File: config.mk
export PLATFORM = sky130hd
export DESIGN_NAME = serial_tx_controller
export DESIGN_NICKNAME = d
export VERILOG_FILES = /design/src/rtl/serial_tx_controller_pkg.sv /design/src/rtl/serial_tx_controller_fifo.sv /design/src/rtl/serial_tx_controller.sv
export SDC_FILE = /design/constraint.sdc
export NUM_CORES = 1
export LEC_CHECK = 0
export ABC_AREA = 0
export BUFFER_PORTS_ARGS = -buffer_cell sky130_fd_sc_hd__buf_4
export CAP_MARGIN = 20
export CORE_MARGIN = 4
export CORE_UTILIZATION = 50
export DETAILED_ROUTE_END_ITERATION = 10
export PLACE_DENSITY = 0.79
export SETUP_SLACK_MARGIN = 0.3
export SYNTH_ARGS = -nofsm -noshare
export SYNTH_HDL_FRONTEND = slang
export SYNTH_SLANG_ARGS = --single-unit
File: constraint.sdc
create_clock -name clk -period 3.8 [get_ports clk]
set_input_delay 0.76 -clock clk [delete_from_list [all_inputs] [get_ports clk]]
set_output_delay 0.76 -clock clk [all_outputs]
set_load 0.02 [all_outputs]
File: src/rtl/serial_tx_controller_pkg.sv
// Shared types and default constants for the serial transmit controller.
// The PARITY state exists only when RSD_SERIAL_TX_PARITY_EN is defined.
package SerialTxTypes;

  localparam int SERIAL_TX_FIFO_DEPTH = 16;
  localparam int SERIAL_TX_CLK_DIV    = 542;

  typedef logic [7:0] SerialDataPath;

  typedef enum logic [2:0] {
    SERIAL_TX_IDLE   = 3'd0,
    SERIAL_TX_START  = 3'd1,
    SERIAL_TX_DATA   = 3'd2,
`ifdef RSD_SERIAL_TX_PARITY_EN
    SERIAL_TX_PARITY = 3'd3,
`endif
    SERIAL_TX_STOP   = 3'd4
  } SerialTxState;

  function automatic logic even_parity(input SerialDataPath data);
    return ^data;
  endfunction

endpackage

File: src/rtl/serial_tx_controller_fifo.sv
// Single-clock first-word-fall-through byte FIFO feeding the UART shifter.
// A push while full is still accepted when a pop happens on the same edge.
module serial_tx_fifo
  import SerialTxTypes::*;
#(
  parameter int DEPTH = SERIAL_TX_FIFO_DEPTH
) (
  input  logic                       clk,
  input  logic                       negResetIn,
  input  logic                       i_push,
  input  logic                       i_pop,
  input  SerialDataPath              i_data,
  output SerialDataPath              o_head,
  output logic                       o_full,
  output logic                       o_empty,
  output logic [$clog2(DEPTH):0]     o_count
);

  localparam int PTR_W = $clog2(DEPTH);
  localparam int CNT_W = PTR_W + 1;

  SerialDataPath    r_mem [DEPTH];
  logic [PTR_W-1:0] r_wr_ptr;
  logic [PTR_W-1:0] r_rd_ptr;
  logic [CNT_W-1:0] r_count;
  logic             w_push_ok;
  logic             w_pop_ok;

  assign o_full    = (r_count == CNT_W'(DEPTH));
  assign o_empty   = (r_count == '0);
  assign o_count   = r_count;
  assign o_head    = r_mem[r_rd_ptr];
  assign w_pop_ok  = i_pop && !o_empty;
  assign w_push_ok = i_push && (!o_full || w_pop_ok);

  always_ff @(posedge clk) begin
    if (w_push_ok) begin
      r_mem[r_wr_ptr] <= i_data;
    end
  end

  // Pointers wrap naturally; occupancy holds on a simultaneous push and pop.
  always_ff @(posedge clk or negedge negResetIn) begin
    if (!negResetIn) begin
      r_wr_ptr <= '0;
      r_rd_ptr <= '0;
      r_count  <= '0;
    end else begin
      if (w_push_ok) r_wr_ptr <= r_wr_ptr + PTR_W'(1);
      if (w_pop_ok)  r_rd_ptr <= r_rd_ptr + PTR_W'(1);
      case ({w_push_ok, w_pop_ok})
        2'b10:   r_count <= r_count + CNT_W'(1);
        2'b01:   r_count <= r_count - CNT_W'(1);
        default: r_count <= r_count;
      endcase
    end
  end

endmodule

File: src/rtl/serial_tx_controller.sv
// UART transmitter: buffers IO-unit byte writes and serializes them as 8N1,
// or 8E1 when RSD_SERIAL_TX_PARITY_EN is defined.
module serial_tx_controller
  import SerialTxTypes::*;
#(
  parameter int FIFO_DEPTH = SERIAL_TX_FIFO_DEPTH,
  parameter int CLK_DIV    = SERIAL_TX_CLK_DIV
) (
  input  logic          clk,
  input  logic          negResetIn,
  input  logic          serialWE,
  input  SerialDataPath serialWriteData,
  output logic          serialFull,
  output logic          txBusy,
  output logic [15:0]   dropCount,
  output logic          txd
);

  localparam int BAUD_W = $clog2(CLK_DIV);
  localparam int CNT_W  = $clog2(FIFO_DEPTH) + 1;

  SerialTxState      r_state;
  SerialTxState      w_state_next;
  SerialDataPath     r_shift;
  SerialDataPath     w_shift_next;
  logic [2:0]        r_bit_idx;
  logic [2:0]        w_bit_idx_next;
  logic [BAUD_W-1:0] r_baud;
  logic [BAUD_W-1:0] w_baud_next;
  logic              r_txd;
  logic              w_txd_next;
  logic [15:0]       r_drop_cnt;
  logic              w_pop;
  logic              w_bit_end;
  logic              w_reject;
  logic              w_fifo_full;
  logic              w_fifo_empty;
  SerialDataPath     w_fifo_head;
  logic [CNT_W-1:0]  w_fifo_count;
  logic              w_parity_bit;

  serial_tx_fifo #(.DEPTH(FIFO_DEPTH)) u_fifo (
    .clk        (clk),
    .negResetIn (negResetIn),
    .i_push     (serialWE),
    .i_pop      (w_pop),
    .i_data     (serialWriteData),
    .o_head     (w_fifo_head),
    .o_full     (w_fifo_full),
    .o_empty    (w_fifo_empty),
    .o_count    (w_fifo_count)
  );

  assign w_bit_end = (r_baud == BAUD_W'(CLK_DIV - 1));
  assign w_reject  = serialWE && w_fifo_full && !w_pop;

`ifdef RSD_SERIAL_TX_PARITY_EN
  logic r_parity;

  // Parity is captured at load time because the shifter loses the data bits.
  always_ff @(posedge clk or negedge negResetIn) begin
    if (!negResetIn) begin
      r_parity <= 1'b0;
    end else if (w_pop) begin
      r_parity <= even_parity(w_fifo_head);
    end else begin
      r_parity <= r_parity;
    end
  end

  assign w_parity_bit = r_parity;
`else
  assign w_parity_bit = 1'b1;
`endif

  always_comb begin
    w_state_next   = r_state;
    w_shift_next   = r_shift;
    w_bit_idx_next = r_bit_idx;
    w_baud_next    = w_bit_end ? '0 : r_baud + BAUD_W'(1);
    w_pop          = 1'b0;
    case (r_state)
      SERIAL_TX_IDLE: begin
        w_baud_next = '0;
        if (!w_fifo_empty) begin
          w_pop          = 1'b1;
          w_shift_next   = w_fifo_head;
          w_bit_idx_next = 3'd0;
          w_state_next   = SERIAL_TX_START;
        end else begin
          w_state_next = SERIAL_TX_IDLE;
        end
      end
      SERIAL_TX_START: begin
        if (w_bit_end) w_state_next = SERIAL_TX_DATA;
        else           w_state_next = SERIAL_TX_START;
      end
      SERIAL_TX_DATA: begin
        if (w_bit_end && (r_bit_idx == 3'd7)) begin
`ifdef RSD_SERIAL_TX_PARITY_EN
          w_state_next = SERIAL_TX_PARITY;
`else
          w_state_next = SERIAL_TX_STOP;
`endif
        end else if (w_bit_end) begin
          w_shift_next   = {1'b0, r_shift[7:1]};
          w_bit_idx_next = r_bit_idx + 3'd1;
        end else begin
          w_state_next = SERIAL_TX_DATA;
        end
      end
`ifdef RSD_SERIAL_TX_PARITY_EN
      SERIAL_TX_PARITY: begin
        if (w_bit_end) w_state_next = SERIAL_TX_STOP;
        else           w_state_next = SERIAL_TX_PARITY;
      end
`endif
      SERIAL_TX_STOP: begin
        // Back-to-back frames: reload straight into START with no idle bit.
        if (w_bit_end && !w_fifo_empty) begin
          w_pop          = 1'b1;
          w_shift_next   = w_fifo_head;
          w_bit_idx_next = 3'd0;
          w_state_next   = SERIAL_TX_START;
        end else if (w_bit_end) begin
          w_state_next = SERIAL_TX_IDLE;
        end else begin
          w_state_next = SERIAL_TX_STOP;
        end
      end
      default: begin
        w_state_next = SERIAL_TX_IDLE;
      end
    endcase

    case (w_state_next)
      SERIAL_TX_START:  w_txd_next = 1'b0;
      SERIAL_TX_DATA:   w_txd_next = w_shift_next[0];
`ifdef RSD_SERIAL_TX_PARITY_EN
      SERIAL_TX_PARITY: w_txd_next = w_parity_bit;
`endif
      default:          w_txd_next = 1'b1;
    endcase
  end

  // FSM, shifter and line register; txd is driven high as soon as reset asserts.
  always_ff @(posedge clk or negedge negResetIn) begin
    if (!negResetIn) begin
      r_state   <= SERIAL_TX_IDLE;
      r_shift   <= 8'h00;
      r_bit_idx <= 3'd0;
      r_baud    <= '0;
      r_txd     <= 1'b1;
    end else begin
      r_state   <= w_state_next;
      r_shift   <= w_shift_next;
      r_bit_idx <= w_bit_idx_next;
      r_baud    <= w_baud_next;
      r_txd     <= w_txd_next;
    end
  end

  // Saturating count of writes rejected while the FIFO is full.
  always_ff @(posedge clk or negedge negResetIn) begin
    if (!negResetIn) begin
      r_drop_cnt <= 16'h0000;
    end else if (w_reject && (r_drop_cnt != 16'hFFFF)) begin
      r_drop_cnt <= r_drop_cnt + 16'd1;
    end else begin
      r_drop_cnt <= r_drop_cnt;
    end
  end

  assign serialFull = w_fifo_full;
  assign txBusy     = (r_state != SERIAL_TX_IDLE) || (w_fifo_count != '0);
  assign txd        = r_txd;
  assign dropCount  = r_drop_cnt;

  logic w_unused;
  assign w_unused = w_parity_bit;

endmodule

==> summary.txt <==
Die
  – Top Ports: 30
  – Die width: 132 microns
  – Die ar.: ~17000 sq um
  – Die height: approximately 130 microns
  – Starting Density: between 50% and 60%
  – Area of the core: 14800 sq um
  – Row count: between 40 and 50

Status
  – Status: completed

Critical path
  – Terminus of the critical flop-to-flop path: u_fifo.o_count[2]
  – Crit end category: register
  – Crit-path most repeated cell: xor2_1
  – CP top delay family: simple AND/OR/NAND/NOR gates
  – Slowest CP cell: or4b_4
  – CP Max Fanout: 7
  – CP bufs+invs: 0
  – Crit Path Class: register to register
  – CP required: about 4.2 ns
  – Crit path cell chain: or4b_4 > o31ai_4 > nand3_2 > nor2_1 > xor2_1 > ha_1 > or4_1 > o22ai_1 > xor2_1
  – FF-to-FF Start: r_baud[6]
  – Startpoint Class: register
  – R2R Setup Slk: 0.89 ns
  – Reg2reg path depth: 9
  – Crit path DAT: around 3.3 ns
  – WP depth: 9
  – Crit path largest cell delay: ~0.57 ns

Detailed routing
  – Pre-antenna DRT Iters: 7
  – Final wirelength: roughly 16000 microns
  – Vias per std cell: 6.07
  – Drt wl/cell: 22.1 microns
  – Vias: ~4300
  – DRC: 0
  – Initial DRC count: between 300 and 400
  – Routed Antenna Nets: 0

Synth
  – FFs w/ async S/R, synth: 29.7%
  – Syn_area_per_cell: around 16 sq um
  – Number of enable flip-flop cells after synthesis: 128
  – Syn Nets: between 400 and 500
  – Post-Syn Area: around 7600 sq um
  – Top cell type's share of synthesized area: 50.3%
  – Ranking of synthesized cells by area: edfxtp_1 50%, dfrtp_1 17%, mux4_2 9.4%, xnor2_1 2.3%, and3_1 1.9%
  – Synthesized instance count: 470
  – Synth warnings: 0
  – Synth Flop Type: edfxtp_1
  – Register bit count reported by yosys: around 180
  – Area leader, netlist: edfxtp_1
  – Yosys cell types: between 40 and 50
  – Sequential share of the synthesized area: between 60% and 70%

Timing
  – Worst Slack Setup Final: 0.894 ns
  – FMAX: around 0.34 GHz
  – Crit path time final: 2.91 ns
  – Final period util: 76.5%
  – Hold Vio Cnt, Final: 0
  – Worst-margin pin slew: about 0.93 ns
  – Finish-stage setup viols: 0
  – Slew Viols, Final: 0
  – RSZ-0062 raised after global routing: false
  – Worst rel slew slack: 37.9%
  – Setup TNS: 0 ns
  – Worst Clk Skew: 0.0112 ns

Power
  – Pleak: 3.21 nW
  – VDD IR max: 508 uV
  – Power Density: 567 nW/um^2

Clock network
  – Hold Buf Count CTS: 0
  – Clk buf depth: 2
  – Root buf cell: clkbuf_16
  – Clk_lat worst skew: about 0.44 ns
  – Cts repair resizes: 0
  – Post-CTS Setup Inserts: 0
  – Num CTS Buffers: 17
  – CTS tree: built
  – CTS clk-pin slew, worst paths: about 0.070 ns
  – Clock sink count: 182
  – Htree depth: 4

Final layout
  – Fraction of layout cells with a size suffix above 1: between 20% and 30%
  – Most frequent cells in the layout: 128 x edfxtp_1, 52 x dfrtp_1, 38 x buf_4
  – Ant diodes: 0
  – Final nets: approximately 530
  – Fillcell total: between 1000 and 1500
  – Most common cell after layout, fill and taps aside: edfxtp_1
  – Seq. cell area: ~5200 sq um
  – Area taken by multi-input logic gates: between 2000 and 2500 sq um
  – Finished Layout Cells: between 700 and 800
  – Area growth, synth to finish: 13.3%

Global routing
  – Most used routing layer: met2
  – Largest net degree at the start of global routing: 55
  – First-pass GRT wire length: around 25000 microns
  – GRT Util Overall: 18.7%
  – Met1 usage: 23.8%
  – GR Overflow Total: 0
  – Vias in the first global route: between 4000 and 5000
  – Met2 GRT Util: roughly a third
  – GRT met3 Usage: 4.70%
  – Initial antenna violation count: 0

Worst hold path
  – Worst Hold Class: primary input to asynchronous set/reset pin

Placed design
  – Pre-CTS setup slack: 0.886 ns
  – DP Cell Count: around 670
  – RePlAce Congestion: roughly 0.80
  – Detail Placement HPWL: 9890 microns
  – IO buf count: 29

Flow run
  – Max Cap Viol: 0
==> power breakdown <==
part           leakage, nW  total (mW)  switching, mW  internal (mW)
registers             1.85        2.56          0.188           2.37
logic                 1.08       0.636          0.355          0.281
clock network        0.277        1.72          0.772          0.953
==> sequential cells by signal, summed over array words and instances, names as in the netlist <==
name and cells:
u_fifo.r_rd_ptr 4, dropCount 16, r_shift 8, r_bit_idx 3, r_state 3, r_baud 10, u_fifo.o_count 5, u_fifo.r_mem 128
u_fifo.r_wr_ptr 4, txd 1
==> area by class of cell <==
class | instances | share of cell area, %
Sequential cell | 182 | 60.0
Multi-Input combinational cell | 260 | 27.0
Clock buffer | 21 | 5.31
Timing Repair Buffer | 38 | 3.29
Tap cell | 184 | 2.66
Clock inverter | 11 | 1.31
Inverter | 10 | 0.433
==> cell families (layout without fill, tap and decap cells) <==
family / Yosys count / count (layout) / synth area share (%)
DFF: 182 / 182 / 67.9
muxes: 45 / 45 / 11.2
and+or+nand+nor: 126 / 126 / 9.26
adders and majority gates: 11 / 11 / 1.80
buffers and inverters: 28 / 80 / 1.47
xor gates and xnor gates: 34 / 34 / 3.89
AOI/OAI and AO/OA: 44 / 44 / 4.45
==> metrics by stage <==
step                cell area, sq um  hold WS [ns]  util, %  power (mW)
floorplan                       7650         0.450        -        2.99
global placement                8090         0.482     54.8        3.17
detailed placement              8090         0.482     54.8        3.23
CTS                             8660         0.389     58.7        4.93
global route                    8660         0.413     58.7        5.13
finish                          8660         0.362     58.7        4.92
==> cell usage after synthesis, drive strengths merged, types with 6 or more instances <==
master	count
mux2i	9
clkbuf	9
ha	11
nor2	21
nor2b	8
a221o	6
a21oi	6
dfrtp	53
and3	23
edfxtp	128
inv	10
mux4	32
nand4	13
o21ai	6
buf	9
nand3	20
xnor2	20
a211oi	8
xor2	14
nand2	14
==> worst register-to-register path, stage by stage, from the launching register on <==
cell	delay, ns
dfrtp_1	0.41
or4b_4	0.57
o31ai_4	0.39
nand3_2	0.13
nor2_1	0.15
xor2_1	0.09
ha_1	0.23
or4_1	0.47
o22ai_1	0.20
xor2_1	0.18
==> how the worst max path moves through the flow <==
stage | slack (ns) | endpoint | start
3_5_place_dp | 0.89 | u_fifo.o_count[2] | r_baud[7]
6_report | 0.89 | u_fifo.o_count[2] | r_baud[6]
5_1_grt | 0.76 | u_fifo.o_count[2] | r_baud[6]
3_3_place_gp | 1.07 | u_fifo.o_count[2] | r_baud[7]
4_1_cts | 0.89 | u_fifo.o_count[2] | r_baud[7]
2_1_floorplan | 0.85 | u_fifo.o_count[2] | r_baud[6]
==> metal layers <==
metal / vias to the layer above / part of all wire [%] / wire (microns)
li1: 1913 / - / -
met3: 27 / 4.9 / 765
met1: 2208 / 40 / 6270
met5: - / 0 / 0
met2: 135 / 53 / 8220
met4: 0 / 2.1 / 320
No activity file was read; power rests on OpenSTA's default activity.
